**src/rtl/stp16_scan_controller.sv**
```systemverilog
// Row-scan sequencer for an STP16 LED driver: fetch a row word, shift it out, latch, then display.
// Optional macro STP16_SCAN_DIM_EN enables brightness-weighted on-time; otherwise on-time is full.
module stp16_scan_controller #(
  parameter int NUM_ROWS   = 4,
  parameter int CLK_DIV    = 2,
  parameter int ROW_CYCLES = 256
) (
  input  logic                        clk,
  input  logic                        reset,
  input  logic                        i_enable,
  input  logic [3:0]                  i_brightness,
  output logic [$clog2(NUM_ROWS)-1:0] o_row_index,
  input  logic [15:0]                 i_row_data,
  output logic [NUM_ROWS-1:0]         o_row_sel,
  output logic                        o_frame_start,
  output logic                        stp16_clk,
  output logic                        stp16_sdi,
  output logic                        stp16_le,
  output logic                        stp16_noe
);
  localparam int RW = $clog2(NUM_ROWS);
  localparam int CW = $clog2(ROW_CYCLES);
  localparam int PW = $clog2(2 * CLK_DIV);
  localparam logic [CW-1:0] LAST_CNT    = CW'(ROW_CYCLES - 1);
  localparam logic [CW-1:0] SEL_CNT     = CW'(CLK_DIV);
  localparam logic [CW-1:0] ON_CNT      = CW'(CLK_DIV + 1);
  localparam logic [CW-1:0] SHIFT_FIRST = CW'(CLK_DIV + 2);
  localparam logic [CW-1:0] SHIFT_END   = CW'(CLK_DIV + 2 + 32 * CLK_DIV);
  localparam logic [PW-1:0] PHASE_HIGH  = PW'(CLK_DIV);
  localparam logic [PW-1:0] PHASE_LAST  = PW'(2 * CLK_DIV - 1);
  localparam logic [NUM_ROWS-1:0] ROW_ONE = {{(NUM_ROWS-1){1'b0}}, 1'b1};
  localparam logic [RW-1:0] ROW_LAST    = RW'(NUM_ROWS - 1);

  typedef enum logic [1:0] {IDLE = 2'd0, PRIME = 2'd1, SCAN = 2'd2} state_t;

  state_t              state_r, state_nxt_s;
  logic [CW-1:0]       cnt_r, cnt_nxt_s;
  logic                stop_r, stop_nxt_s;
  logic [3:0]          bright_s;
  logic [CW:0]         on_s, on_end_s;
  logic [15:0]         shreg_r, shreg_nxt_s;
  logic [PW-1:0]       phase_r, phase_nxt_s;
  logic [RW-1:0]       row_idx_r, row_idx_nxt_s;
  logic [NUM_ROWS-1:0] row_sel_r, row_sel_nxt_s;
  logic                fs_r, fs_nxt_s;
  logic                sclk_r, sclk_nxt_s;
  logic                sdi_r, sdi_nxt_s;
  logic                le_r, le_nxt_s;
  logic                noe_r, noe_nxt_s;

`ifdef STP16_SCAN_DIM_EN
  logic [3:0] bright_r;
  // Freeze the brightness seen at slot start for the rest of the slot
  always_ff @(posedge clk) begin
    if (reset) begin
      bright_r <= 4'd0;
    end else if (cnt_r == {CW{1'b0}}) begin
      bright_r <= i_brightness;
    end else begin
      bright_r <= bright_r;
    end
  end
  assign bright_s = bright_r;
`else
  logic unused_bright_s;
  assign unused_bright_s = ^i_brightness;
  assign bright_s        = 4'd15;
`endif

  assign on_s     = (CW+1)'({1'b0, bright_s} + 5'd1) << (CW - 4);
  assign on_end_s = {1'b0, ON_CNT} + on_s;

  // Sequencer state, slot counter and pending-stop flag
  always_ff @(posedge clk) begin
    if (reset) begin
      state_r <= IDLE;
      cnt_r   <= {CW{1'b0}};
      stop_r  <= 1'b0;
    end else begin
      state_r <= state_nxt_s;
      cnt_r   <= cnt_nxt_s;
      stop_r  <= stop_nxt_s;
    end
  end

  // Next state: a dropped enable only takes effect at the slot wrap
  always_comb begin
    state_nxt_s = state_r;
    cnt_nxt_s   = cnt_r;
    stop_nxt_s  = stop_r;
    case (state_r)
      IDLE: begin
        cnt_nxt_s  = {CW{1'b0}};
        stop_nxt_s = 1'b0;
        if (i_enable) state_nxt_s = PRIME;
        else          state_nxt_s = IDLE;
      end
      PRIME, SCAN: begin
        if (cnt_r == LAST_CNT) begin
          cnt_nxt_s  = {CW{1'b0}};
          stop_nxt_s = 1'b0;
          if (stop_r || !i_enable) state_nxt_s = IDLE;
          else                     state_nxt_s = SCAN;
        end else begin
          cnt_nxt_s  = cnt_r + CW'(1'b1);
          stop_nxt_s = stop_r | ~i_enable;
        end
      end
      default: begin
        state_nxt_s = IDLE;
        cnt_nxt_s   = {CW{1'b0}};
        stop_nxt_s  = 1'b0;
      end
    endcase
  end

  // Output values for the coming cycle, computed from the next slot position
  always_comb begin
    le_nxt_s      = 1'b0;
    noe_nxt_s     = 1'b1;
    sclk_nxt_s    = 1'b0;
    sdi_nxt_s     = 1'b0;
    fs_nxt_s      = 1'b0;
    row_sel_nxt_s = row_sel_r;
    row_idx_nxt_s = row_idx_r;
    shreg_nxt_s   = shreg_r;
    phase_nxt_s   = phase_r;
    if (state_nxt_s == IDLE) begin
      row_sel_nxt_s = {NUM_ROWS{1'b0}};
      row_idx_nxt_s = {RW{1'b0}};
      phase_nxt_s   = {PW{1'b0}};
    end else begin
      if (state_nxt_s == SCAN) begin
        le_nxt_s = (cnt_nxt_s < SEL_CNT);
        if (cnt_nxt_s >= ON_CNT && {1'b0, cnt_nxt_s} < on_end_s && cnt_nxt_s != LAST_CNT) begin
          noe_nxt_s = 1'b0;
        end else begin
          noe_nxt_s = 1'b1;
        end
        if (cnt_nxt_s == SEL_CNT) begin
          row_sel_nxt_s = ROW_ONE << row_idx_r;
          row_idx_nxt_s = (row_idx_r == ROW_LAST) ? {RW{1'b0}} : row_idx_r + RW'(1'b1);
          fs_nxt_s      = (row_idx_r == {RW{1'b0}});
        end else begin
          row_sel_nxt_s = row_sel_r;
          row_idx_nxt_s = row_idx_r;
        end
      end else begin
        // The priming slot always fetches row 0 with the matrix dark
        row_sel_nxt_s = {NUM_ROWS{1'b0}};
        row_idx_nxt_s = {RW{1'b0}};
      end
      if (cnt_nxt_s == SHIFT_FIRST) begin
        sdi_nxt_s   = i_row_data[15];
        shreg_nxt_s = {i_row_data[14:0], 1'b0};
        phase_nxt_s = {PW{1'b0}};
        sclk_nxt_s  = 1'b0;
      end else if (cnt_nxt_s > SHIFT_FIRST && cnt_nxt_s < SHIFT_END) begin
        if (phase_r == PHASE_LAST) begin
          phase_nxt_s = {PW{1'b0}};
          sdi_nxt_s   = shreg_r[15];
          shreg_nxt_s = {shreg_r[14:0], 1'b0};
        end else begin
          phase_nxt_s = phase_r + PW'(1'b1);
          sdi_nxt_s   = sdi_r;
        end
        sclk_nxt_s = (phase_nxt_s >= PHASE_HIGH);
      end else begin
        sdi_nxt_s   = 1'b0;
        sclk_nxt_s  = 1'b0;
        phase_nxt_s = {PW{1'b0}};
      end
    end
  end

  // Registered outputs and shift datapath
  always_ff @(posedge clk) begin
    if (reset) begin
      le_r      <= 1'b0;
      noe_r     <= 1'b1;
      sclk_r    <= 1'b0;
      sdi_r     <= 1'b0;
      fs_r      <= 1'b0;
      row_sel_r <= {NUM_ROWS{1'b0}};
      row_idx_r <= {RW{1'b0}};
      shreg_r   <= 16'h0000;
      phase_r   <= {PW{1'b0}};
    end else begin
      le_r      <= le_nxt_s;
      noe_r     <= noe_nxt_s;
      sclk_r    <= sclk_nxt_s;
      sdi_r     <= sdi_nxt_s;
      fs_r      <= fs_nxt_s;
      row_sel_r <= row_sel_nxt_s;
      row_idx_r <= row_idx_nxt_s;
      shreg_r   <= shreg_nxt_s;
      phase_r   <= phase_nxt_s;
    end
  end

  assign o_row_index   = row_idx_r;
  assign o_row_sel     = row_sel_r;
  assign o_frame_start = fs_r;
  assign stp16_clk     = sclk_r;
  assign stp16_sdi     = sdi_r;
  assign stp16_le      = le_r;
  assign stp16_noe     = noe_r;

endmodule

```
**config.mk**
```make
export PLATFORM = sky130hd
export DESIGN_NAME = stp16_scan_controller
export DESIGN_NICKNAME = d
export VERILOG_FILES = /design/src/rtl/stp16_scan_controller.sv
export SDC_FILE = /design/constraint.sdc
export NUM_CORES = 1
export LEC_CHECK = 0
export CORE_MARGIN = 8
export CORE_UTILIZATION = 58
export CTS_CLUSTER_SIZE = 10
export DETAILED_ROUTE_END_ITERATION = 7
export GPL_TIMING_DRIVEN = 0
export PLACE_DENSITY = 0.93
export SLEW_MARGIN = 20
export SYNTH_ARGS = -nofsm -noshare
export SYNTH_HDL_FRONTEND = slang
export SYNTH_SLANG_ARGS = --single-unit
export TNS_END_PERCENT = 100
```
**constraint.sdc**
```tcl
create_clock -name clk -period 4.2 [get_ports clk]
set_input_delay 0.42 -clock clk [delete_from_list [all_inputs] [get_ports clk]]
set_output_delay 0.42 -clock clk [all_outputs]
set_load 0.03 [all_outputs]
```
Word level (Yosys, flattened, before mapping)
Cells that the tools add are included.

Register bits after elaboration: 40. Input port bits: 23. Word-level logic and storage cells: 74.

Add/subtract/negate cells: 3. Order comparisons: 6. Equal/unequal tests: 10. Shift operators: 1. Muxes and demuxes: 18. Bitwise logic cells: 7. Reductions and logical operators: 17.

Operators by type and width (count): 16-bit two-way mux (3); 8-bit two-way mux (2); 2-bit two-way mux (7); 8-bit by 9-bit < comparator with 1-bit output, second input constant (1); 8-bit by 1-bit adder with 8-bit output, second input constant (1); 2-bit == test, second input constant (4); 8-bit by 2-bit == test with 1-bit output, second input constant (1); 8-bit by 3-bit == test with 1-bit output, second input constant (1); 8-bit == test, second input constant (1); 8-bit by 2-bit greater-or-equal comparator with 1-bit output, second input constant (1); 8-bit by 3-bit > comparator with 1-bit output, second input constant (1); 8-bit by 2-bit < comparator with 1-bit output, second input constant (1); 8-bit by 7-bit < comparator with 1-bit output, second input constant (1); 8-bit != test, second input constant (1); 4-bit OR reduction (2); 2-bit zero test (3); 1-bit NOT (6); 3-bit OR reduction (2); 1-bit two-way mux (5); 2-bit by 1-bit adder with 2-bit output, second input constant (2); 2-bit one-hot mux with 2 select lines (1); 2-bit nonzero test (2); 2-bit OR reduction (2); 1-bit by 2-bit left shift with 4-bit output, first input constant (1); 8 further kinds (10).

Longest topological paths before layout
Gate-level depths: netlist (run 1).

Word-level depth: 9. Gate-level depth with buffers: 9.

Worst setup path after synthesis (run 1)
OpenSTA, ideal clock, no wires.

Kind: register to register. From: register state_r[0]. To: register row_idx_r[0] (netlist: o_row_index[0]). Setup time: 0.118 ns. Data arrival time: 1.999 ns. Slack: 2.082 ns. Cell stages (with the launch flop): 9. Period minus slack after synthesis: 2.118 ns. Cell sequence: dfxtp_1 > inv_1 > ha_1 > buf_2 > o21ai_4 > or2_2 > nor4_4 > mux2i_1 > nor2_1.

Longest elaborated chain between the ends: 6. Elaborated cells between the ends (all ways): 12.

RTL lines: from (decl) (line 36) `state_t state_r, state_nxt_s;`; from (signal assigned) (line 80) `state_r <= state_nxt_s;`; 2-bit by 1-bit == test with 1-bit output / 2-bit == test (equally long branches) (line 91) `case (state_r)`; 2-bit OR reduction (line 91); 2-bit one-hot mux with 2 select lines (line 91); 2-bit == test (line 133) `if (state_nxt_s == SCAN) begin`; 1-bit NOT (no source line); 3-bit OR reduction (no source line); to (signal assigned) (line 185) `row_idx_r <= {RW{1'b0}};`; to (signal assigned) (line 195) `row_idx_r <= row_idx_nxt_s;`; to (decl) (line 43) `logic [RW-1:0] row_idx_r, row_idx_nxt_s;`.

Parallel ways exist; a longest one is shown, timed or not. A chain may end at the register's enable or synchronous reset.

Final worst setup path (run 1)
From: register state_r[0]. To: register shreg_r[5].

Longest elaborated chain between the ends: 7. Elaborated cells between the ends (all ways): 17.

RTL lines: 2-bit by 1-bit == test with 1-bit output / 2-bit == test (equally long branches) (line 91); 2-bit OR reduction (line 91); 8-bit two-way mux (line 91); 8-bit by 3-bit > comparator with 1-bit output / 8-bit by 7-bit < comparator with 1-bit output (equally long branches) (line 158) `end else if (cnt_nxt_s > SHIFT_FIRST && cnt_nxt_s < SHIFT_END) begin`; 1-bit logical AND (line 158); 2-bit nonzero test (no source line); 3-bit AND reduction (no source line); to (signal assigned) (line 196) `shreg_r <= shreg_nxt_s;`; to (decl) (line 41) `logic [15:0] shreg_r, shreg_nxt_s;`.

Parallel ways exist; a longest one is shown, timed or not.

==> run metrics, run 1 <==
status completed; global-route wire length before repair roughly 8.5 mm; P_int 0.0005521 W; H-tree depth 2; Die ar. about 6000 sq um; Mapped Area 2191 sq um; leading cell type in the layout, fill and taps excluded dfxtp_1; Tot GR Track Use 16.70%; post-synthesis sequential area ratio about a third; Max Freq 402.9 MHz; Post-synth ARST share 0%; area grow syn2layout 21.02%; switching share of total power 21.49%; Final Cycle Share approximately three fifths; Initial Utilization 59.84%; static leakage 0.8820 nW; Clock Path Buffers 2; sequential power share 51.6%; Place WS 1.790 ns; final worst path period need 2.482 ns; CTS tree done; CP Launch Type flop; most frequent cells in the layout dfxtp_1 (38), clkdlybuf4s50_1 (29), nor2_1 (26); placed insts about 330; Worst Hold Class flop to flop; combinational fraction of design power under 10%; setup bufs post-CTS 0; Pins Over Slew Limit 0; Port Buf Inserts 29; Crit Path Category flop to flop; Post-CTS Hold Fix Bufs 0; Worst Path Max Fanout 10; routed vias/inst 5.928; Avg WL per Cell 14.99 microns; Switching Power 0.0001511 W; overall power 0.0007032 W; CP required 4.40 ns; DP Wirelength 3.565 mm; Reg clk slew, reported paths 0.07 ns; DRC 0; Yosys reg bits 38; final cell count without fillers approximately 330; Synth warnings 0; row count 22; Pre-antenna DRT Iters 4; syn_area_per_cell 8.799 sq um; total CTS buffers 5; clock sink total 38; RePlAce Congestion 0.8815; Synth Instances roughly 250; number of global-route vias before repair 1866; final setup margin 1.718 ns; Final Hold Viols 0; Clock Latency Late Sink 0.30 ns; maximum vdd drop 0.2739 mV; Core Region between 3000 and 4000 sq um; vias after detailed routing 1980; Cell Pwr Density around 270 nW/um^2; Final Skew 0.006536 ns; Post-Syn Nets 280; number of synthesized flops with an enable pin 0; Crit. End Element flop; CTS root buffer clkbuf_8; Setup-failing EPs final 0; DR iter-0 viols 105; final antenna-violating net count 0; Detailed Route WL 5.006 mm; Ports 34; hold path cells 1; Setup TNS 0 ns; nets 316; clock share of power about two fifths; # resized after CTS 0; n_diodes 0; layout cells sized above 1 ~14%; die height slightly below 80 microns; Max-slew headroom 61.58%; Distinct cells, synth 60; die width 77.46 microns; antenna violations before repair 0; Reg2Reg Depth 8; RSZ-0062 raised after global routing no; largest net degree at the start of global routing 12; Slew @ Worst Pin 0.5719 ns; maxcap violations 0; ys flop type dfxtp_1; Worst Path Arrival ~2.7 ns; GR Overflow Total 0
==> cells in the mapped netlist (2+ instances only) <==
| library cell | n | share of area, % |
|---|---|---|
| a211o_1 | 2 | 0.80 |
| a211oi_1 | 2 | 0.69 |
| a21oi_1 | 17 | 3.9 |
| a311oi_1 | 13 | 5.2 |
| a32oi_1 | 3 | 1.2 |
| and2_1 | 3 | 0.86 |
| and3_1 | 3 | 0.86 |
| and4_1 | 2 | 0.80 |
| buf_2 | 3 | 0.69 |
| buf_4 | 5 | 1.7 |
| clkbuf_1 | 6 | 1.0 |
| dfxtp_1 | 38 | 35 |
| ha_1 | 8 | 4.6 |
| inv_1 | 12 | 2.1 |
| mux2_2 | 2 | 1.0 |
| mux2i_1 | 8 | 3.7 |
| nand2_1 | 22 | 3.8 |
| nand3_1 | 5 | 1.1 |
| nor2_1 | 26 | 4.5 |
| nor2_2 | 2 | 0.57 |
| nor2b_1 | 4 | 1.1 |
| o2111ai_1 | 2 | 0.80 |
| o211ai_1 | 2 | 0.69 |
| o21ai_0 | 19 | 4.3 |
| or2_2 | 2 | 0.57 |
| xnor2_1 | 2 | 0.80 |
| xor2_1 | 3 | 1.2 |
==> critical path: stages (launching register included) <==
cell      delay (ns)
dfxtp_1         0.36
inv_1           0.06
ha_1            0.36
buf_2           0.28
o21ai_4         0.14
nor2_1          0.33
clkbuf_1        0.37
o21ai_0         0.19
a311oi_1        0.29
==> registers in the layout (all words and copies together) (netlist names) <==
name,count
o_row_index,2
stop_r,1
cnt_r,8
o_frame_start,1
stp16_le,1
o_row_sel,4
phase_r,1
stp16_clk,1
stp16_sdi,1
shreg_r,15
stp16_noe,1
state_r,2
==> power by group through the flow <==
stage	Sequential [W]	Clock [W]	Combinational, W
2_1_floorplan	0.000371	0	0.0000243
3_3_place_gp	0.000371	0	0.0000467
3_5_place_dp	0.000371	0	0.0000478
4_1_cts	0.000363	0.000296	0.0000479
5_1_grt	0.000363	0.000313	0.0000521
6_report	0.000363	0.000292	0.0000486
==> layout make-up <==
type                       instances  area, sq um
sequential                        38        760.7
buffer                            17        98.84
tap                               48        60.06
fill                             282         1010
multi-input combinational        182         1286
clock buffer                       8        110.1
inverter                          12        45.04
timing repair buffer              29        290.3
==> per-layer routing <==
| layer | up-vias | share of wire, % | track usage (%) |
|---|---|---|---|
| li1 | 986 | - | - |
| met1 | 934 | 46 | 19.61 |
| met2 | 51 | 49 | 28.14 |
| met5 | - | 0 | 0 |
| met4 | 0 | 1.8 | 7.925 |
| met3 | 9 | 3.4 | 3.802 |
==> path summary, 6_finish.rpt <==
check / from / slack (ns) / endpoint
max: state_r[0]$_SDFF_PP0_ / 1.72 / shreg_r[5]$_SDFFE_PP0P_
min: phase_r[0]$_SDFF_PP0_ / 0.42 / phase_r[0]$_SDFF_PP0_
max reg2reg: state_r[0]$_SDFF_PP0_ / 1.72 / shreg_r[5]$_SDFFE_PP0P_
min reg2reg: phase_r[0]$_SDFF_PP0_ / 0.42 / phase_r[0]$_SDFF_PP0_
==> stage by stage <==
stage | cell area (sq um) | util (%) | hold slack [ns]
floorplan | 2191 | - | 0.4017
global placement | 2541 | 69.41 | 0.4128
detailed placement | 2541 | 69.41 | 0.4197
CTS | 2651 | 72.42 | 0.4296
global route | 2651 | 72.42 | 0.4544
finish | 2651 | 72.42 | 0.4236
==> kinds of logic after synthesis <==
| kind of cell | count (synthesis) | share of synthesized area, % |
|---|---|---|
| xor gates and xnor gates | 5 | 1.999 |
| muxes | 10 | 4.683 |
| buffers and inverters | 29 | 6.567 |
| and+or+nand+nor | 85 | 21.42 |
| DFF | 38 | 34.72 |
| adders and majority gates | 8 | 4.569 |
| AOI/OAI and AO/OA | 74 | 26.04 |
Power figures use the tool's default switching activity.
==> run 2, diff against run 1 <==
--- a/config.mk
+++ b/config.mk
@@ -6,11 +6,11 @@
 export NUM_CORES = 1
 export LEC_CHECK = 0
 export CORE_MARGIN = 8
-export CORE_UTILIZATION = 58
+export CORE_UTILIZATION = 54
 export CTS_CLUSTER_SIZE = 10
 export DETAILED_ROUTE_END_ITERATION = 7
 export GPL_TIMING_DRIVEN = 0
-export PLACE_DENSITY = 0.93
+export PLACE_DENSITY = 0.88
 export SLEW_MARGIN = 20
 export SYNTH_ARGS = -nofsm -noshare
 export SYNTH_HDL_FRONTEND = slang
==> constraint.sdc (replaced) <==
create_clock -name clk -period 2.49 [get_ports clk]
set_input_delay 0.249 -clock clk [delete_from_list [all_inputs] [get_ports clk]]
set_output_delay 0.249 -clock clk [all_outputs]
set_load 0.03 [all_outputs]
==> run 2 against run 1 <==
Compared with the run above: critical path type unchanged; sequential power rose by 69%; sequential share of layout area fell by 0.52 points; largest cell class unchanged; combinational power rose by 79%; wire length rose by 9.1%; global-route usage rose by 0.13 points; non-clock buffer count rose by 4.
==> run metrics, run 2 (synthesis gave the netlist of run 1 again) <==
row count 23 (+4.5%); final setup margin 0.1079 ns (-1.610 ns); switching share of total power 22.44% (+0.95 points); most frequent cells in the layout dfxtp_1 (37), clkdlybuf4s50_1 (29), nor2_1 (24); Die ar. 6351 sq um (+5.9%); final antenna-violating net count 0 (unchanged); Avg WL per Cell 16.15 microns (+7.8%); static leakage 0.9002 nW (+2.1%); sequential power share 54.7% (+3.1 points); Clock Latency Late Sink 0.29 ns (about the same); Detailed Route WL 5.460 mm (+9.1%); overall power 0.001118 W (+59%); leading cell type in the layout, fill and taps excluded dfxtp_1; global-route wire length before repair 8.728 mm (+3.3%); Port Buf Inserts 29 (unchanged); CTS root buffer clkbuf_8; Initial Utilization 55.57% (-4.3 points); Worst Path Arrival 2.57 ns (-0.12 ns); Pre-antenna DRT Iters 4 (unchanged); n_diodes 0 (unchanged); antenna violations before repair 0 (unchanged); Ports 34 (unchanged); DP Wirelength 3.745 mm (+5.0%); Max-slew headroom 65.13% (+3.5 points); Core Region 3943 sq um (+7.7%); Post-CTS Hold Fix Bufs 0 (unchanged); Switching Power 0.0002509 W (+66%); Final Hold Viols 0 (unchanged); Crit Path Category flop to flop; Biggest register shreg_r; Final Skew 0.005784 ns (-0.0007522 ns); area grow syn2layout 23.47%; GR Overflow Total 0 (unchanged); CP endpoint o_row_sel[1]$_SDFFE_PP0N_; Worst Hold Class flop to flop; combinational fraction of design power 7.8% (+0.9 points); status completed; CP required 2.67 ns (-1.73 ns); max reg flops 15 (unchanged); Critical R2R Capture o_row_sel[1]$_SDFFE_PP0N_; maxcap violations 0 (unchanged); Slew @ Worst Pin 0.5231 ns (-0.04882 ns); Worst Path Max Fanout 10 (unchanged); RePlAce Congestion 0.8811 (about the same); hold path cells 1 (unchanged); CP Launch Type flop; layout cells sized above 1 18.06% (+4.1 points); multi-input logic area 1329 sq um (+3.3%); DRC 0 (unchanged); die width 79.70 microns (+2.9%); final worst path period need 2.382 ns (-0.09970 ns); R2R setup slack 0.11 ns (-1.61 ns); worst reg2reg startpoint state_r[0]$_SDFF_PP0_; Worst setup startpoint state_r[0]$_SDFF_PP0_; clock share of power 37.5% (-4.0 points); die height 79.70 microns (+2.9%); DR iter-0 viols 156 (+49%); Setup TNS 0 ns (unchanged); Reg2Reg Depth 9 (+1); H-tree depth 2 (unchanged); total CTS buffers 5 (unchanged); Reg clk slew, reported paths 0.07 ns (about the same); Crit. End Element flop; Place WS 0.1133 ns (-1.677 ns); Final Cycle Share 95.67% (+37 points); Setup-failing EPs final 0 (unchanged); Clock Path Buffers 2 (unchanged); maximum vdd drop 0.3589 mV (+31%); number of global-route vias before repair 1949 (+4.4%); CTS tree done; Tot GR Track Use 16.83% (+0.13 points); clock sink total 38 (unchanged); nets 320 (+1.3%); routed vias/inst 5.982 (+0.91%); largest net degree at the start of global routing 11 (-1); Pins Over Slew Limit 0 (unchanged); P_int 0.0008672 W (+57%); Cell Pwr Density 413.3 nW/um^2 (+56%); filler instances 283 (+0.35%); register area 762.0 sq um (+0.16%); Max Freq 419.8 MHz (+4.2%); vias after detailed routing 2022 (+2.1%)
==> run 2: cell types whose count changed in the layout (fill, tap and decap cells not counted), sizes merged <==
| cell | previous run | this run |
|---|---|---|
| clkbuf | 16 | 14 |
| buf | 9 | 13 |
==> run 2: worst max-delay path: stages (launching register included) <==
cell and delay, ns:
dfxtp_1 0.37, inv_1 0.06, ha_1 0.38, buf_4 0.24, o21ai_4 0.13, or2_2 0.36, nor4_4 0.28, buf_4 0.20
mux2i_1 0.20, nor2_1 0.05
==> run 2: worst min path at each step <==
stage                                  to             startpoint
global route        phase_r[0]$_SDFF_PP0_  phase_r[0]$_SDFF_PP0_
global placement    phase_r[0]$_SDFF_PP0_  phase_r[0]$_SDFF_PP0_
detailed placement  phase_r[0]$_SDFF_PP0_  phase_r[0]$_SDFF_PP0_
floorplan           state_r[1]$_SDFF_PP0_                  reset
finish              phase_r[0]$_SDFF_PP0_  phase_r[0]$_SDFF_PP0_
CTS                 phase_r[0]$_SDFF_PP0_  phase_r[0]$_SDFF_PP0_
==> run 2: power by group through the flow <==
stage / Clock (W) / Combinational, W / Sequential (W)
2_1_floorplan: 0 / 0.0000410 / 0.000625
3_3_place_gp: 0 / 0.0000789 / 0.000625
3_5_place_dp: 0 / 0.0000811 / 0.000626
4_1_cts: 0.000419 / 0.0000818 / 0.000612
5_1_grt: 0.000444 / 0.0000937 / 0.000612
6_report: 0.000419 / 0.0000871 / 0.000612
==> run 2: repair_timing <==
action,4_1_cts,5_1_grt
setup buffers,0,4
gates resized for setup,0,16
setup endpoints to repair,0,17
==> run 2: routing by layer <==
metal / vias up / part of all wire [%] / global-route usage, %
met5: - / 0 / 0
met4: 0 / 3.2 / 10.00
met3: 20 / 5.8 / 2.815
met1: 928 / 43 / 21.40
li1: 983 / - / -
met2: 91 / 48 / 26.00
==> run 2: layout make-up <==
class | instances | area share [%]
inverters | 12 | 1.665
plain buffers | 17 | 3.839
well taps | 50 | 2.313
repair buffers | 33 | 11.84
clock buffers | 6 | 3.053
multi-input cells | 182 | 49.12
flip-flops and latches | 38 | 28.17
==> run 2: stage by stage <==
step | cell area, sq um | hold slack, ns | util (%) | std cells
after floorplan | 2191 | 0.3374 | - | 249
after global placement | 2544 | 0.4123 | 64.52 | 328
after detailed placement | 2544 | 0.4201 | 64.52 | 328
after CTS | 2626 | 0.4296 | 66.61 | 334
after global routing | 2705 | 0.4341 | 68.61 | 338
final | 2705 | 0.4245 | 68.61 | 338
==> run 3, diff against run 2 <==
--- a/config.mk
+++ b/config.mk
@@ -15,4 +15,4 @@
 export SYNTH_ARGS = -nofsm -noshare
 export SYNTH_HDL_FRONTEND = slang
 export SYNTH_SLANG_ARGS = --single-unit
-export TNS_END_PERCENT = 100
+export TNS_END_PERCENT = 1
==> results of run 3 <==
Same layout as run 2: the final DEF is identical, and so are final timing and power.
